## src/rtl/tinker_pkg.sv

```systemverilog
// Shared types and constants for the tinker front end.
// FETCH_PREDECODE_EN enables the opcode/halt predecode path.
package tinker_pkg;

  localparam int INSTR_WIDTH  = 32;
  localparam int OPCODE_WIDTH = 5;

  localparam logic [31:0] RESET_PC_DEF = 32'h0000_2000;
  localparam logic [OPCODE_WIDTH-1:0] OPC_HALT = 5'h0F;

  // Halt: opcode field plus a zero literal field [11:0]
  localparam logic [INSTR_WIDTH-1:0] HALT_MASK = 32'hF800_0FFF;
  localparam logic [INSTR_WIDTH-1:0] HALT_PAT  = {OPC_HALT, 27'd0};

  typedef enum logic [1:0] {
    FETCH,
    WAIT,
    HOLD,
    HALTED
  } fetch_state_t;

  function automatic logic is_halt_word(
    input logic [INSTR_WIDTH-1:0] w
  );
    return (w & HALT_MASK) == HALT_PAT;
  endfunction

endpackage

```

## src/rtl/fetch_predecode.sv

```systemverilog
// Combinational opcode and halt extraction for the fetch stage.
// Only instantiated when FETCH_PREDECODE_EN is defined.
module fetch_predecode
  import tinker_pkg::*;
(
  input  logic [INSTR_WIDTH-1:0]  instr_i,
  output logic [OPCODE_WIDTH-1:0] opcode_o,
  output logic                    is_halt_o
);

  assign opcode_o  = instr_i[INSTR_WIDTH-1 -: OPCODE_WIDTH];
  assign is_halt_o = is_halt_word(instr_i);

endmodule

```

## src/rtl/instruction_fetch.sv

```systemverilog
// Single-outstanding fetch stage: PC, imem request, decoder handoff.
// Optional FETCH_PREDECODE_EN adds opcode/halt outputs and HALTED state.
module instruction_fetch
  import tinker_pkg::*;
#(
  parameter int                  PC_WIDTH    = 32,
  parameter logic [PC_WIDTH-1:0] RESET_PC    = PC_WIDTH'(RESET_PC_DEF),
  parameter int                  INSTR_BYTES = 4
)(
  input  logic                   clk,
  input  logic                   reset_n,
  output logic                   imem_req_valid,
  input  logic                   imem_req_ready,
  output logic [PC_WIDTH-1:0]    imem_addr,
  input  logic                   imem_rsp_valid,
  input  logic [INSTR_WIDTH-1:0] imem_rsp_data,
  output logic                   instr_valid,
  input  logic                   instr_ready,
  output logic [INSTR_WIDTH-1:0] instruction,
  output logic [PC_WIDTH-1:0]    instr_pc,
  input  logic                   redirect_valid,
  input  logic [PC_WIDTH-1:0]    redirect_pc
`ifdef FETCH_PREDECODE_EN
  ,
  output logic [OPCODE_WIDTH-1:0] instr_opcode,
  output logic                    instr_is_halt
`endif
);

  fetch_state_t         state_q;
  logic [PC_WIDTH-1:0]  pc_q;
  logic [PC_WIDTH-1:0]  req_pc_q;
  logic                 kill_q;
  logic                 valid_q;
  logic [INSTR_WIDTH-1:0] instr_q;
  logic [PC_WIDTH-1:0]  ipc_q;

  logic [PC_WIDTH-1:0]  redir_pc;
  logic [PC_WIDTH-1:0]  seq_pc;

  assign redir_pc = redirect_pc & ~(PC_WIDTH'(3));
  assign seq_pc   = req_pc_q + PC_WIDTH'(INSTR_BYTES);

`ifdef FETCH_PREDECODE_EN
  logic held_halt;

  fetch_predecode u_predecode (
    .instr_i   (instr_q),
    .opcode_o  (instr_opcode),
    .is_halt_o (held_halt)
  );

  assign instr_is_halt = held_halt;
`endif

  assign imem_req_valid = reset_n
                       && (state_q == FETCH)
                       && !redirect_valid;
  assign imem_addr   = pc_q;
  assign instr_valid = valid_q;
  assign instruction = instr_q;
  assign instr_pc    = ipc_q;

  // Fetch FSM: request, wait/kill, hold for decoder, redirects
  always_ff @(posedge clk or negedge reset_n) begin
    if (!reset_n) begin
      state_q  <= FETCH;
      pc_q     <= RESET_PC;
      req_pc_q <= '0;
      kill_q   <= 1'b0;
      valid_q  <= 1'b0;
      instr_q  <= '0;
      ipc_q    <= '0;
    end else begin
      unique case (state_q)
        FETCH: begin
          if (redirect_valid) begin
            pc_q <= redir_pc;
          end else if (imem_req_ready) begin
            req_pc_q <= pc_q;
            state_q  <= WAIT;
          end
        end
        WAIT: begin
          if (imem_rsp_valid) begin
            kill_q <= 1'b0;
            if (redirect_valid) begin
              pc_q    <= redir_pc;
              state_q <= FETCH;
            end else if (kill_q) begin
              state_q <= FETCH;
            end else begin
              instr_q <= imem_rsp_data;
              ipc_q   <= req_pc_q;
              valid_q <= 1'b1;
              pc_q    <= seq_pc;
              state_q <= HOLD;
            end
          end else if (redirect_valid) begin
            pc_q   <= redir_pc;
            kill_q <= 1'b1;
          end
        end
        HOLD: begin
          if (redirect_valid) begin
            valid_q <= 1'b0;
            pc_q    <= redir_pc;
            state_q <= FETCH;
          end else if (instr_ready) begin
            valid_q <= 1'b0;
`ifdef FETCH_PREDECODE_EN
            state_q <= held_halt ? HALTED : FETCH;
`else
            state_q <= FETCH;
`endif
          end
        end
`ifdef FETCH_PREDECODE_EN
        HALTED: begin
          if (redirect_valid) begin
            pc_q    <= redir_pc;
            state_q <= FETCH;
          end
        end
`endif
        default: begin
          state_q <= FETCH;
        end
      endcase
    end
  end

endmodule

```

## config.mk

```make
export PLATFORM = sky130hd
export DESIGN_NAME = instruction_fetch
export DESIGN_NICKNAME = d
export VERILOG_FILES = /design/src/rtl/tinker_pkg.sv /design/src/rtl/fetch_predecode.sv /design/src/rtl/instruction_fetch.sv
export SDC_FILE = /design/constraint.sdc
export NUM_CORES = 1
export LEC_CHECK = 0
export CAP_MARGIN = 25
export CORE_ASPECT_RATIO = 1.4
export CORE_MARGIN = 2
export CORE_UTILIZATION = 51
export CTS_CLUSTER_DIAMETER = 120
export CTS_CLUSTER_SIZE = 28
export DETAILED_ROUTE_END_ITERATION = 16
export PLACE_DENSITY_LB_ADDON = 0.2
export SLEW_MARGIN = 0
export SYNTH_ARGS = -nofsm -noshare
export SYNTH_HDL_FRONTEND = slang
export SYNTH_SLANG_ARGS = --single-unit
```

## constraint.sdc

```tcl
create_clock -name clk -period 4.2 [get_ports clk]
set_input_delay 0.84 -clock clk [delete_from_list [all_inputs] [get_ports clk]]
set_output_delay 0.84 -clock clk [all_outputs]
set_load 0.05 [all_outputs]
```

==> results list <==
- Status: complete, no violations
- Upper clock frequency limit: 288 MHz
- Counting cells, the worst reg-to-reg path comes to 6.
* Worst Path Max Fanout: 2
- Across every metal layer, demand over resource in global routing totals 25.7%.
* Combined area of the multi-input logic cells: 2220 um^2
- Buffers inserted during clock tree synthesis total 17.
* Grt met2 use: 42.3%
- Global routing consumed, on the met1 layer, 32.1% of the routing resources.
* Area enclosed by the die boundary: 12,000 um^2
- Die Span X: 93.1 um
- Worst-path cell chain: clkdlybuf4s50_1 -> nor3_1 -> and2_1 -> clkdlybuf4s50_1
* Tightest Pin Transition: 0.938 ns
- Final Slew Violations: 0
- STA classifies the critical path startpoint as an input pin.
- The worst register-to-register path ends at imem_addr[30].
* Switching power total: 0.00262 W
* Synth cell types: 38
* Commonest cells after routing, fill and taps aside: nand2_1 (205), clkdlybuf4s50_1 (164), dfrtp_1 (131)
- Detail Route Antenna Nets: 0
* Worst EP arrival: 2.63 ns
* Number of failing hold endpoints at the final stage: 0
- Startpoint of the most critical register-to-register path: req_pc_q[3]
* Vias per cell: 5.40
- Final Net Count: 804
- The number of global-route vias before repair is 4,860.
* Post-Syn Nets: 644
* Final sum of negative setup slack: 0 ns
* Peak-usage layer in the global routing report: met2
* Wire length of the first global-routing pass: 24,000 um
* Clock power share: 22.9%
* Hold depth: 2
- CTS built an H-tree with a depth of 4.
- Count of input and output buffers: 165
- Worst setup path category: input pin to output pin
- Across all layers, the routed design uses 4,775 vias.
- Post-place instance area: 7440 um^2
- Root Driver: clkbuf_16
- In this run the deepest clock path goes through 2 buffers.
* Leading register cell type out of synthesis: dfrtp_1
* VDD IR-drop max: 0.559 mV
- Routed wirelength normalized by instance count: 16.8 um
- Area grow syn2layout: 41.1%
- Clock tree from TritonCTS: built
- In this run, synthesis produced a sequential element count of 132.
- The library cell used most frequently in the layout, excluding fill and tap cells, is nand2_1.
- The floorplan has 45 rows.
- Number of antenna violations at the first check in global routing: 0
- Maximum capacitance violations: 0
- Post-synthesis instance area: 5670 um^2
- Number of iterations in the first detailed-routing pass: 5
* Crit end category: output pin
- For the worst-skew pair, the clock arrives at the later sink with an insertion delay of 0.41 ns.
- The floorplan step defined a core boundary enclosing 10,900 um^2.
* Vertical die dimension: 129 um
- Clock tree synthesis found a total of 132 sinks.
- Power spread over the standard cell area amounts to 768 nW/um^2.
- Across the whole layout, storage elements account for 3300 um^2.
- Number of primary I/O pins: 168
- Drt first-iter violations: 256
- Data on the critical path is required at its endpoint by 3.36 ns.
* Layout cells sized above 1: 9.54%
* Leftover overflow at the end of global routing: 0
* Final core utilization: 73.7%
* Count of warnings emitted by yosys: 0
- Buffers inserted to repair hold after CTS numbered 0.
- Setup violations remaining at the end of the flow were counted as 0.
- In this run the register-to-register setup slack is 1.93 ns.
- The tightest min-delay check is of the flop to flop type.
* Max transition margin: 37.5%
- Clock-pin slew of the registers on the worst-case setup and hold paths: 0.05 ns
- The startpoint identified for the worst hold timing path is instruction[5].
- Post-CTS resize count: 0
- Summed over all nets, the half-perimeter wirelength after detailed placement is 10,000 um.
* Final Cycle Share: 82.7%
- For this configuration, the core starts out at a cell density of 52.2%.
- Post-Route WL: 14,900 um
- Weighted congestion reported at the end of routability-driven placement: 0.855
* Time the final worst path needs with I/O delays and setup: 3.47 ns
- Share of flip-flops with an asynchronous set or reset: 100%
- Setup repair after global routing left no endpoint under its margin.
- The filler cells instantiated in the layout total 798.
- Gate count after technology mapping: 573
* Standard cell with the maximum stage delay on the critical path: clkdlybuf4s50_1
- Most frequent cell on the critical path: clkdlybuf4s50_1
- Entering global routing, the biggest net connects 76 pins.
* Synthesized area per cell: 9.90 um^2
* Hold worst-path end: instruction[5]
* Portion of the post-synthesis area used by sequential elements: 58.2%
* LEAKAGE: 3.57 nW
* Post-layout instance area: 8000 um^2
- Post-synth EDFFs: 0
- The clock arrives with 0.0101 ns of skew.
- Global routing consumed, on the met3 layer, 8.02% of the routing resources.
- The number of setup buffers added after CTS is 0.
- 0 antenna diodes ended up in the layout.
- Registers are responsible for 34.0% of the overall power.
- Cell internal power was estimated by the tool at 0.00353 W.
- Largest stage delay, worst path: 0.79 ns
* Drt drc: 0
* PnR Total Power: 0.00615 W
* Fin Hold WS: 0.471 ns
- Switch share: 42.5%
- Proportion of power drawn by combinational gates: 43.1%
per-stage QoR:
| step | setup slack, ns | cells |
|---|---|---|
| floorplan | 1.94 | 573 |
| global placement | 0.761 | 855 |
| detailed placement | 0.709 | 855 |
| CTS | 0.709 | 885 |
| global route | 0.664 | 885 |
| finish | 0.725 | 885 |
sequential cells by signal, summed over array words and instances, names as in the netlist:
name and count:
instruction 32, instr_pc 32, kill_q 1, instr_valid 1, state_q 2, imem_addr 32
req_pc_q 32
per-layer routing:
| metal | part of all wire [%] | up-vias |
|---|---|---|
| li1 | - | 2254 |
| met1 | 41 | 2335 |
| met2 | 51 | 171 |
| met3 | 7.3 | 15 |
| met4 | 1.5 | 0 |
| met5 | 0 | - |
worst max-delay path by stage:
stage,startpoint,endpoint,slack (ns),cells past startpoint
finish,redirect_valid,imem_req_valid,0.73,4
global route,redirect_valid,imem_req_valid,0.66,4
CTS,redirect_valid,imem_req_valid,0.71,4
detailed placement,redirect_valid,imem_req_valid,0.71,4
global placement,redirect_valid,imem_req_valid,0.76,4
floorplan,redirect_valid,imem_req_valid,1.94,2
area by class of cell:
cell class / instances / share of cell area, %
well taps: 141 / 2.20
multi-input cells: 403 / 27.7
clock buffers: 26 / 6.49
inverters: 5 / 0.234
repair buffers: 174 / 21.5
flip-flops and latches: 132 / 41.3
clock inverters: 4 / 0.563
synthesized netlist by cell type (all sizes together), types with 9 or more instances:
master  instances  area share, %
a21oi          16            1.4
nand3          10           0.88
a22oi          22            2.9
o21ai          31            2.7
mux2           29            5.8
nand2         205             14
clkbuf         27            1.8
nor3            9           0.79
xnor2          16            2.5
dfrtp         131             58
xor2           11            1.7
o22ai          11            1.2
power groups by stage:
stage          sequential [W]  clock [W]  combinational (W)
2_1_floorplan         0.00322          0           0.000555
3_3_place_gp          0.00208          0            0.00262
3_5_place_dp          0.00210          0            0.00266
4_1_cts               0.00209    0.00143            0.00267
5_1_grt               0.00215    0.00149            0.00279
6_report              0.00209    0.00141            0.00265
critical path: cells and delay by family:
kind / cells / cell delay [ns]
buffers and inverters: 2 / 1.21
and+or+nand+nor: 2 / 0.57
kinds of logic after synthesis:
group / after synthesis / share of synthesized area, %
fa+ha+maj: 1 / 0.220
flops: 132 / 58.2
simple gates: 257 / 19.3
mux: 29 / 5.76
compound gates: 89 / 9.61
buf+inv: 38 / 2.76
xor+xnor: 27 / 4.17
(Power assumes the default switching activity.)
